`config.mk`:
```
export PLATFORM = sky130hd
export DESIGN_NAME = sh_rgst_mc
export DESIGN_NICKNAME = d
export VERILOG_FILES = /design/src/rtl/sh_pkg.sv /design/src/rtl/sh_step.sv /design/src/rtl/sh_rgst_mc.sv
export SDC_FILE = /design/constraint.sdc
export NUM_CORES = 1
export LEC_CHECK = 0
export ABC_AREA = 1
export CORE_AREA = 3 3 67 69
export DETAILED_ROUTE_END_ITERATION = 8
export DIE_AREA = 0 0 70 72
export MAX_ROUTING_LAYER = met4
export SETUP_SLACK_MARGIN = 0.1
export SLEW_MARGIN = 20
export SYNTH_ARGS = -nofsm -noshare
export SYNTH_HDL_FRONTEND = slang
export SYNTH_HIERARCHICAL = 1
export SYNTH_SLANG_ARGS = --single-unit
```
`constraint.sdc`:
```
create_clock -name clk -period 2.7 [get_ports clk]
set_clock_uncertainty 0.1 [all_clocks]
set_input_delay 0.81 -clock clk [delete_from_list [all_inputs] [get_ports clk]]
set_output_delay 0.81 -clock clk [all_outputs]
set_load 0.1 [all_outputs]
```
`src/rtl/sh_pkg.sv`:
```
// Shared types for the multi-cycle shift register: the shift-mode encoding and the FSM states.
package sh_pkg;

  typedef enum logic [1:0] {
    MODE_LSL = 2'b00,
    MODE_LSR = 2'b01,
    MODE_ASR = 2'b10,
    MODE_ROR = 2'b11
  } sh_mode_e;

  typedef enum logic [1:0] {
    ST_IDLE  = 2'b00,
    ST_SHIFT = 2'b01,
    ST_DONE  = 2'b10
  } sh_state_e;

endpackage

```
`src/rtl/sh_step.sv`:
```
// One-bit shift step: next register value and the bit shifted out, for a given mode.
// Rotate datapath exists only when SH_ROTATE_EN is defined; otherwise ROR decodes as LSR.
module sh_step
  import sh_pkg::*;
#(
  parameter int W = 8
) (
  input  logic [W-1:0] q_in,
  input  sh_mode_e     mode,
  output logic [W-1:0] q_out,
  output logic         carry_out
);

  always_comb begin
    q_out     = {1'b0, q_in[W-1:1]};
    carry_out = q_in[0];
    case (mode)
      MODE_LSL: begin
        q_out     = {q_in[W-2:0], 1'b0};
        carry_out = q_in[W-1];
      end
      MODE_ASR: begin
        q_out     = {q_in[W-1], q_in[W-1:1]};
        carry_out = q_in[0];
      end
`ifdef SH_ROTATE_EN
      MODE_ROR: begin
        q_out     = {q_in[0], q_in[W-1:1]};
        carry_out = q_in[0];
      end
`endif
      default: begin
        q_out     = {1'b0, q_in[W-1:1]};
        carry_out = q_in[0];
      end
    endcase
  end

endmodule

```
`src/rtl/sh_rgst_mc.sv`:
```
// Multi-cycle shift register: loads in parallel, then shifts one bit per clock (IDLE/SHIFT/DONE).
// Optional macro SH_ROTATE_EN enables ROR for mode 11; without it mode 11 acts as LSR.
module sh_rgst_mc
  import sh_pkg::*;
#(
  parameter int W  = 8,
  parameter int AW = 4
) (
  input  logic          clk,
  input  logic          rst,
  input  logic [W-1:0]  d,
  input  logic          ld,
  input  logic          start,
  input  logic [1:0]    mode,
  input  logic [AW-1:0] amt,
  output logic [W-1:0]  q,
  output logic          busy,
  output logic          done,
  output logic          carry
);

  localparam int CW = $clog2(W) + 1;

  sh_state_e     state_q, state_d;
  sh_mode_e      mode_q, mode_d;
  logic [W-1:0]  q_q, q_d;
  logic [CW-1:0] cnt_q, cnt_d;
  logic          carry_q, carry_d;
  logic          busy_q, busy_d;
  logic          done_q, done_d;

  sh_mode_e      mode_in;
  sh_mode_e      mode_eff;
  logic [CW-1:0] n_eff;
  logic [W-1:0]  step_q;
  logic          step_c;

  assign mode_in = sh_mode_e'(mode);

  // Shifting amounts saturate at W; a rotate only needs amt mod W steps.
  always_comb begin
    n_eff    = (32'(amt) >= 32'(W)) ? CW'(W) : CW'(amt);
    mode_eff = mode_in;
`ifdef SH_ROTATE_EN
    if (mode_in == MODE_ROR) n_eff = CW'(amt) & CW'(W - 1);
`else
    if (mode_in == MODE_ROR) mode_eff = MODE_LSR;
`endif
  end

  sh_step #(.W(W)) u_step (
    .q_in      (q_q),
    .mode      (mode_q),
    .q_out     (step_q),
    .carry_out (step_c)
  );

  always_comb begin
    state_d = state_q;
    mode_d  = mode_q;
    q_d     = q_q;
    cnt_d   = cnt_q;
    carry_d = carry_q;
    busy_d  = 1'b0;
    done_d  = 1'b0;
    case (state_q)
      ST_IDLE: begin
        if (ld) begin
          q_d = d;
        end else if (start) begin
          mode_d  = mode_eff;
          carry_d = 1'b0;
          cnt_d   = n_eff;
          if (n_eff != '0) begin
            state_d = ST_SHIFT;
            busy_d  = 1'b1;
          end else begin
            state_d = ST_DONE;
            done_d  = 1'b1;
          end
        end
      end
      ST_SHIFT: begin
        q_d     = step_q;
        carry_d = step_c;
        cnt_d   = cnt_q - 1'b1;
        // cnt_q == 1 means this edge performs the last shift.
        if (cnt_q == CW'(1)) begin
          state_d = ST_DONE;
          done_d  = 1'b1;
        end else begin
          busy_d  = 1'b1;
        end
      end
      default: begin
        state_d = ST_IDLE;
      end
    endcase
  end

  always_ff @(posedge clk or posedge rst) begin
    if (rst) begin
      state_q <= ST_IDLE;
      mode_q  <= MODE_LSL;
      q_q     <= '0;
      cnt_q   <= '0;
      carry_q <= 1'b0;
      busy_q  <= 1'b0;
      done_q  <= 1'b0;
    end else begin
      state_q <= state_d;
      mode_q  <= mode_d;
      q_q     <= q_d;
      cnt_q   <= cnt_d;
      carry_q <= carry_d;
      busy_q  <= busy_d;
      done_q  <= done_d;
    end
  end

  assign q     = q_q;
  assign busy  = busy_q;
  assign done  = done_q;
  assign carry = carry_q;

endmodule

```
==> results.ini, run 1 <==
[status]
outcome=complete, no violations

[cts]
post_cts_resize_count=0
ctsRootBufferMaster=sky130_fd_sc_hd__clkbuf_8
clkSlewWorstSetupHoldPaths_ps=70
cts_setup_buffers=0
cts-hold-fix-buffers=0
clkLatencyLatePin_ps=260
cts_max_level=1
number_of_sinks_on_the_clock_net=19
cts_made_buffers=3
clk_path_buf_depth=2
clock_tree_from_tritoncts=done

[layout]
final_common_cell=sky130_fd_sc_hd__nand2_1
antenna_cells=0
final_cell_mix=sky130_fd_sc_hd__nand2_1, sky130_fd_sc_hd__dfrtp_1, sky130_fd_sc_hd__nor2_1
layout-drive-gt1-share=0.1452
num-nets-final=207
final.fill_count=446
final_area_sq_um=1475
syn2layout_area_growth_pct=25.96
fin_cells=236

[setup_path]
ordered_list_of_cells_on_the_worst_path=buf_4
cpLargestDelayFamily=flip-flops
max_stage_delay_ps=430
worst_setup_path_start_kind=flop
setup.worst_path.start=q[7]
timing.rr.start=state_q[0]
data_required_critical_path_ps=1790
cp_num_buf_inv=1
critical_path_class=reg2out
worst_path_slowest_cell=sky130_fd_sc_hd__dfrtp_1
worstSetupEndpointType=primary output
cp.arrival_ps=1010
critPathMaxFanout=5

[flow_run]
number_of_violations_of_the_max_capacitance_limit=0

[synthesis]
seq_area_frac_synth=0.4060
synth-seq-cells=19
postSynthNetCount=179
mappedNetlistArea_sq_um=1171
ys_types=19
synth_warnings=6
post_synth_inst_count=159
syn-mean-instance-area_sq_um=7.366

[sta]
final_setup_violation_count=0
timing.fmax_mhz=519.9
rsz0062_at_grt=no
hold_viol=0
final_period_minus_worst_setup_slack_ps=1924
report.final.slew_viol_count=0
final.setup.tns_ps=0
slew_headroom=0.7100
tightest_slew_ps=433.3
post-route-period-util=0.7124

[die]
ios=29
rows=23
floorplan.core_area_sq_um=3971
die_w_um=70
dieHeight_um=72
initial_utilization=0.2949
fp.dieArea_sq_um=5040

[grt]
vias_in_the_first_global_route=1069
grt_overflow=0
gr-usage-all-layers=0.1218
grt_pass1_wl_mm=4.788
grt_start_max_net_pins=20
grt_antenna_before_repair=0

[drt]
avgViaCountPerCell=4.597
drc_errors=0
route.final.wire_length_mm=2.643
firstDrtPassIters=4
post_route_ant_nets=0
drtIter0Drc=52
routed-via-count=1085
route.detailed.wl_per_inst_um=11.20

[placement]
detailed_place_hpwl_mm=1.936
numPlacedInstances=232
dpl-instance-area_sq_um=1430
gp_routability_congestion=0.8370
place.port_buffers=28

[hold_path]
holdCritStartpoint=carry
timing.hold.worst.class=reg2reg

final timing paths:
path                               to  slack, ps  depth (start not counted)
worst max-delay path             q[7]        780                          1
worst min-delay path            carry        410                          2
worst max register to register   busy       1280                          5
worst min register to register  carry        410                          2
max in group asynchronous        busy       1530                          3
min in group asynchronous        q[0]        770                          3
sequential cells by signal, indices dropped and copies added (netlist names):
signal,count
busy,1
done,1
q,8
state_q,2
mode_q,2
carry,1
cnt_q,4
per-layer routing:
metal,wire (um),GRT usage,vias to the layer above
met1,1226,0.1455,487
met5,0,-,-
met3,157,0.03878,2
li1,-,-,561
met4,18,0.02979,0
met2,1242,0.2015,35
Yosys cell counts:
library cell	number	share of area
sky130_fd_sc_hd__o21ai_4	1	0.014
sky130_fd_sc_hd__buf_4	1	0.0064
sky130_fd_sc_hd__o22ai_1	2	0.011
sky130_fd_sc_hd__o21ai_2	3	0.022
sky130_fd_sc_hd__inv_1	12	0.038
sky130_fd_sc_hd__nand3_2	1	0.0085
sky130_fd_sc_hd__nand3_1	14	0.060
sky130_fd_sc_hd__nor2_1	18	0.058
sky130_fd_sc_hd__inv_2	2	0.0064
sky130_fd_sc_hd__nor2_2	3	0.016
sky130_fd_sc_hd__dfrtp_1	19	0.41
sky130_fd_sc_hd__nand2_4	1	0.0096
sky130_fd_sc_hd__nor2_8	1	0.017
sky130_fd_sc_hd__o21ai_0	2	0.0085
sky130_fd_sc_hd__nand2_1	56	0.18
sky130_fd_sc_hd__nand4_1	1	0.0053
sky130_fd_sc_hd__ha_1	2	0.021
sky130_fd_sc_hd__buf_6	5	0.048
sky130_fd_sc_hd__o21ai_1	15	0.064
per-stage QoR:
stage	hold WS (ps)	utilization	setup slack, ps
4_1_cts	418.4	0.3715	768.3
3_3_place_gp	402.2	0.3601	581.9
3_5_place_dp	401.3	0.3601	549.2
6_report	410.9	0.3715	776.5
2_1_floorplan	360.0	-	851.2
5_1_grt	452.5	0.3715	700.0
area by class of cell:
class | count | area (sq um) | share of cell area
Timing Repair Buffer | 29 | 260.3 | 0.1764
Tap cell | 50 | 62.56 | 0.04241
Multi-Input combinational cell | 120 | 579.3 | 0.3927
Sequential cell | 19 | 475.5 | 0.3223
Inverter | 14 | 52.55 | 0.03562
Clock buffer | 4 | 45.04 | 0.03053
cells by family after synthesis:
logic type / after synthesis / synth area share
flip-flops: 19 / 0.4060
buffers and inverters: 20 / 0.09936
AO/OA/AOI/OAI: 23 / 0.1197
adder cells (fa/ha/maj): 2 / 0.02136
AND/OR/NAND/NOR: 95 / 0.3536
Power of run 1 is left out: the tool's default activity adds up to more than one toggle a clock period on the data nets, which glitch-free logic cannot reach.
==> run 2: changes to the inputs <==
==> constraint.sdc (replaced) <==
create_clock -name clk -period 1.9 [get_ports clk]
set_clock_uncertainty 0.1 [all_clocks]
set_input_delay 0.57 -clock clk [delete_from_list [all_inputs] [get_ports clk]]
set_output_delay 0.57 -clock clk [all_outputs]
set_load 0.1 [all_outputs]
==> run 2 against run 1 <==
  * Clock-buffer cell count unchanged
  * Worst setup slack worse by 500 ps
  * Critical path type unchanged
  * Critical endpoint unchanged
  * Hold slack better by 55 ps
  * Final area up 11%
  * Core utilization up 4.2 points
  * Largest cell class unchanged
  * First-iteration DRC count up 19%
  * Flip-flop and latch count unchanged
==> results.ini, run 2 (synthesis results as in run 1) <==
[status]
outcome=complete, no violations  ; unchanged

[layout]
number_of_flip_flops_in_the_largest_register=8  ; unchanged
final.fill_count=411  ; was 446
layout-drive-gt1-share=0.1543  ; was 0.1452
antenna_cells=0  ; unchanged
syn2layout_area_growth_pct=40.06  ; was 25.96%
utilization=0.4130  ; was 0.3715
final_common_cell=sky130_fd_sc_hd__nand2_1  ; unchanged
num-nets-final=209  ; was 207
area_used_by_multi_input_combinational_logic_sq_um=579.3  ; unchanged
layout.area.seq_sq_um=475.5  ; unchanged
final_cell_mix=sky130_fd_sc_hd__nand2_1, sky130_fd_sc_hd__dfrtp_1, sky130_fd_sc_hd__nor2_1  ; unchanged
fin_cells=238  ; was 236

[die]
ios=29  ; unchanged
die_w_um=70  ; unchanged
rows=23  ; unchanged
fp.dieArea_sq_um=5040  ; unchanged
floorplan.core_area_sq_um=3971  ; unchanged
dieHeight_um=72  ; unchanged
initial_utilization=0.2949  ; unchanged

[sta]
tightest_slew_ps=464.8  ; was 433.3 ps
final_period_minus_worst_setup_slack_ps=1623
final_setup_violation_count=0  ; unchanged
slew_headroom=0.6902  ; was 0.7100
rsz0062_at_grt=no  ; unchanged
timing.fmax_mhz=616.0
hold_viol=0  ; unchanged
post-route-period-util=0.8544
final.setup.tns_ps=0  ; unchanged
report.final.slew_viol_count=0  ; unchanged

[drt]
routed-via-count=1089  ; was 1085
avgViaCountPerCell=4.576  ; was 4.597
drtIter0Drc=62  ; was 52
firstDrtPassIters=4  ; unchanged
post_route_ant_nets=0  ; unchanged
drc_errors=0  ; unchanged
route.final.wire_length_mm=2.791  ; was 2.643 mm
route.detailed.wl_per_inst_um=11.73  ; was 11.20 um

[placement]
gp_routability_congestion=0.8340  ; was 0.8370
detailed_place_hpwl_mm=2.070  ; was 1.936 mm
place.port_buffers=28  ; unchanged
numPlacedInstances=234  ; was 232

[cts]
ctsRootBufferMaster=sky130_fd_sc_hd__clkbuf_8  ; unchanged
clk_path_buf_depth=2  ; unchanged
clkLatencyLatePin_ps=260  ; about the same
cts_setup_buffers=0  ; unchanged
post_cts_resize_count=0  ; unchanged
number_of_sinks_on_the_clock_net=19  ; unchanged
cts-hold-fix-buffers=0  ; unchanged
clkSlewWorstSetupHoldPaths_ps=70  ; about the same
cts_max_level=1  ; unchanged
clock_tree_from_tritoncts=done  ; unchanged
cts_made_buffers=3  ; unchanged

[setup_path]
worst_setup_path_start_kind=flop  ; unchanged
worstSetupEndpointType=primary output  ; unchanged
critPathMaxFanout=5  ; unchanged
critical_path_class=reg2out  ; unchanged
cp_num_buf_inv=1  ; unchanged
cp.arrival_ps=950  ; was 1010 ps
ordered_list_of_cells_on_the_worst_path=buf_12  ; was buf_4
cpLargestDelayFamily=flip-flops  ; unchanged
worst_path_slowest_cell=sky130_fd_sc_hd__dfrtp_1  ; unchanged
max_stage_delay_ps=480  ; was 430 ps
data_required_critical_path_ps=1230  ; was 1790 ps

[grt]
grt_pass1_wl_mm=4.795  ; was 4.788 mm
grt_overflow=0  ; unchanged
grt_start_max_net_pins=20  ; unchanged
grt_antenna_before_repair=0  ; unchanged
gr-usage-all-layers=0.1223  ; was 0.1218
vias_in_the_first_global_route=1053  ; was 1069

[flow_run]
number_of_violations_of_the_max_capacitance_limit=0  ; unchanged

[hold_path]
timing.hold.worst.class=reg2reg  ; unchanged

run 2: area by class of cell:
| type | instances | area share |
|---|---|---|
| multi-input combinational | 120 | 0.3532 |
| inverter | 14 | 0.03204 |
| timing repair buffer | 31 | 0.2593 |
| clock buffer | 4 | 0.02746 |
| tap | 50 | 0.03814 |
| sequential | 19 | 0.2899 |
run 2: worst paths after layout:
kind	from	endpoint	slack (ps)	cells after the start
worst min-delay path	carry	carry	470	2
worst max register to register	state_q[0]	cnt_q[2]	490	6
max in group asynchronous	rst	cnt_q[1]	960	3
min in group asynchronous	rst	cnt_q[2]	540	3
worst max-delay path	q[7]	q[7]	280	1
worst min register to register	carry	carry	470	2
run 2: metrics by stage:
stage	setup slack (ps)	instance area, sq um	hold WS [ps]
final	276.6	1640	465.6
after global routing	238.4	1640	499.2
after CTS	263.3	1640	468.9
after detailed placement	105.6	1595	452.9
after global placement	123.3	1595	432.4
after floorplan	291.2	1171	360.0
run 2: layer usage:
layer,GRT usage,vias up,share of wire
met5,-,-,0
met4,0.05745,0,0.020
met3,0.02355,5,0.041
met2,0.2172,20,0.50
met1,0.1320,498,0.44
li1,-,566,-
Power of run 2 is left out for the same reason.
==> run 3: changes to the inputs <==
--- a/config.mk
+++ b/config.mk
@@ -7,6 +7,7 @@
 export LEC_CHECK = 0
 export ABC_AREA = 1
 export CORE_AREA = 3 3 67 69
+export CTS_CLUSTER_DIAMETER = 30
 export DETAILED_ROUTE_END_ITERATION = 8
 export DIE_AREA = 0 0 70 72
 export MAX_ROUTING_LAYER = met4
==> results of run 3 <==
Final layout, timing and power as in run 2 (identical DEF).
Power of run 3 is left out for the same reason.
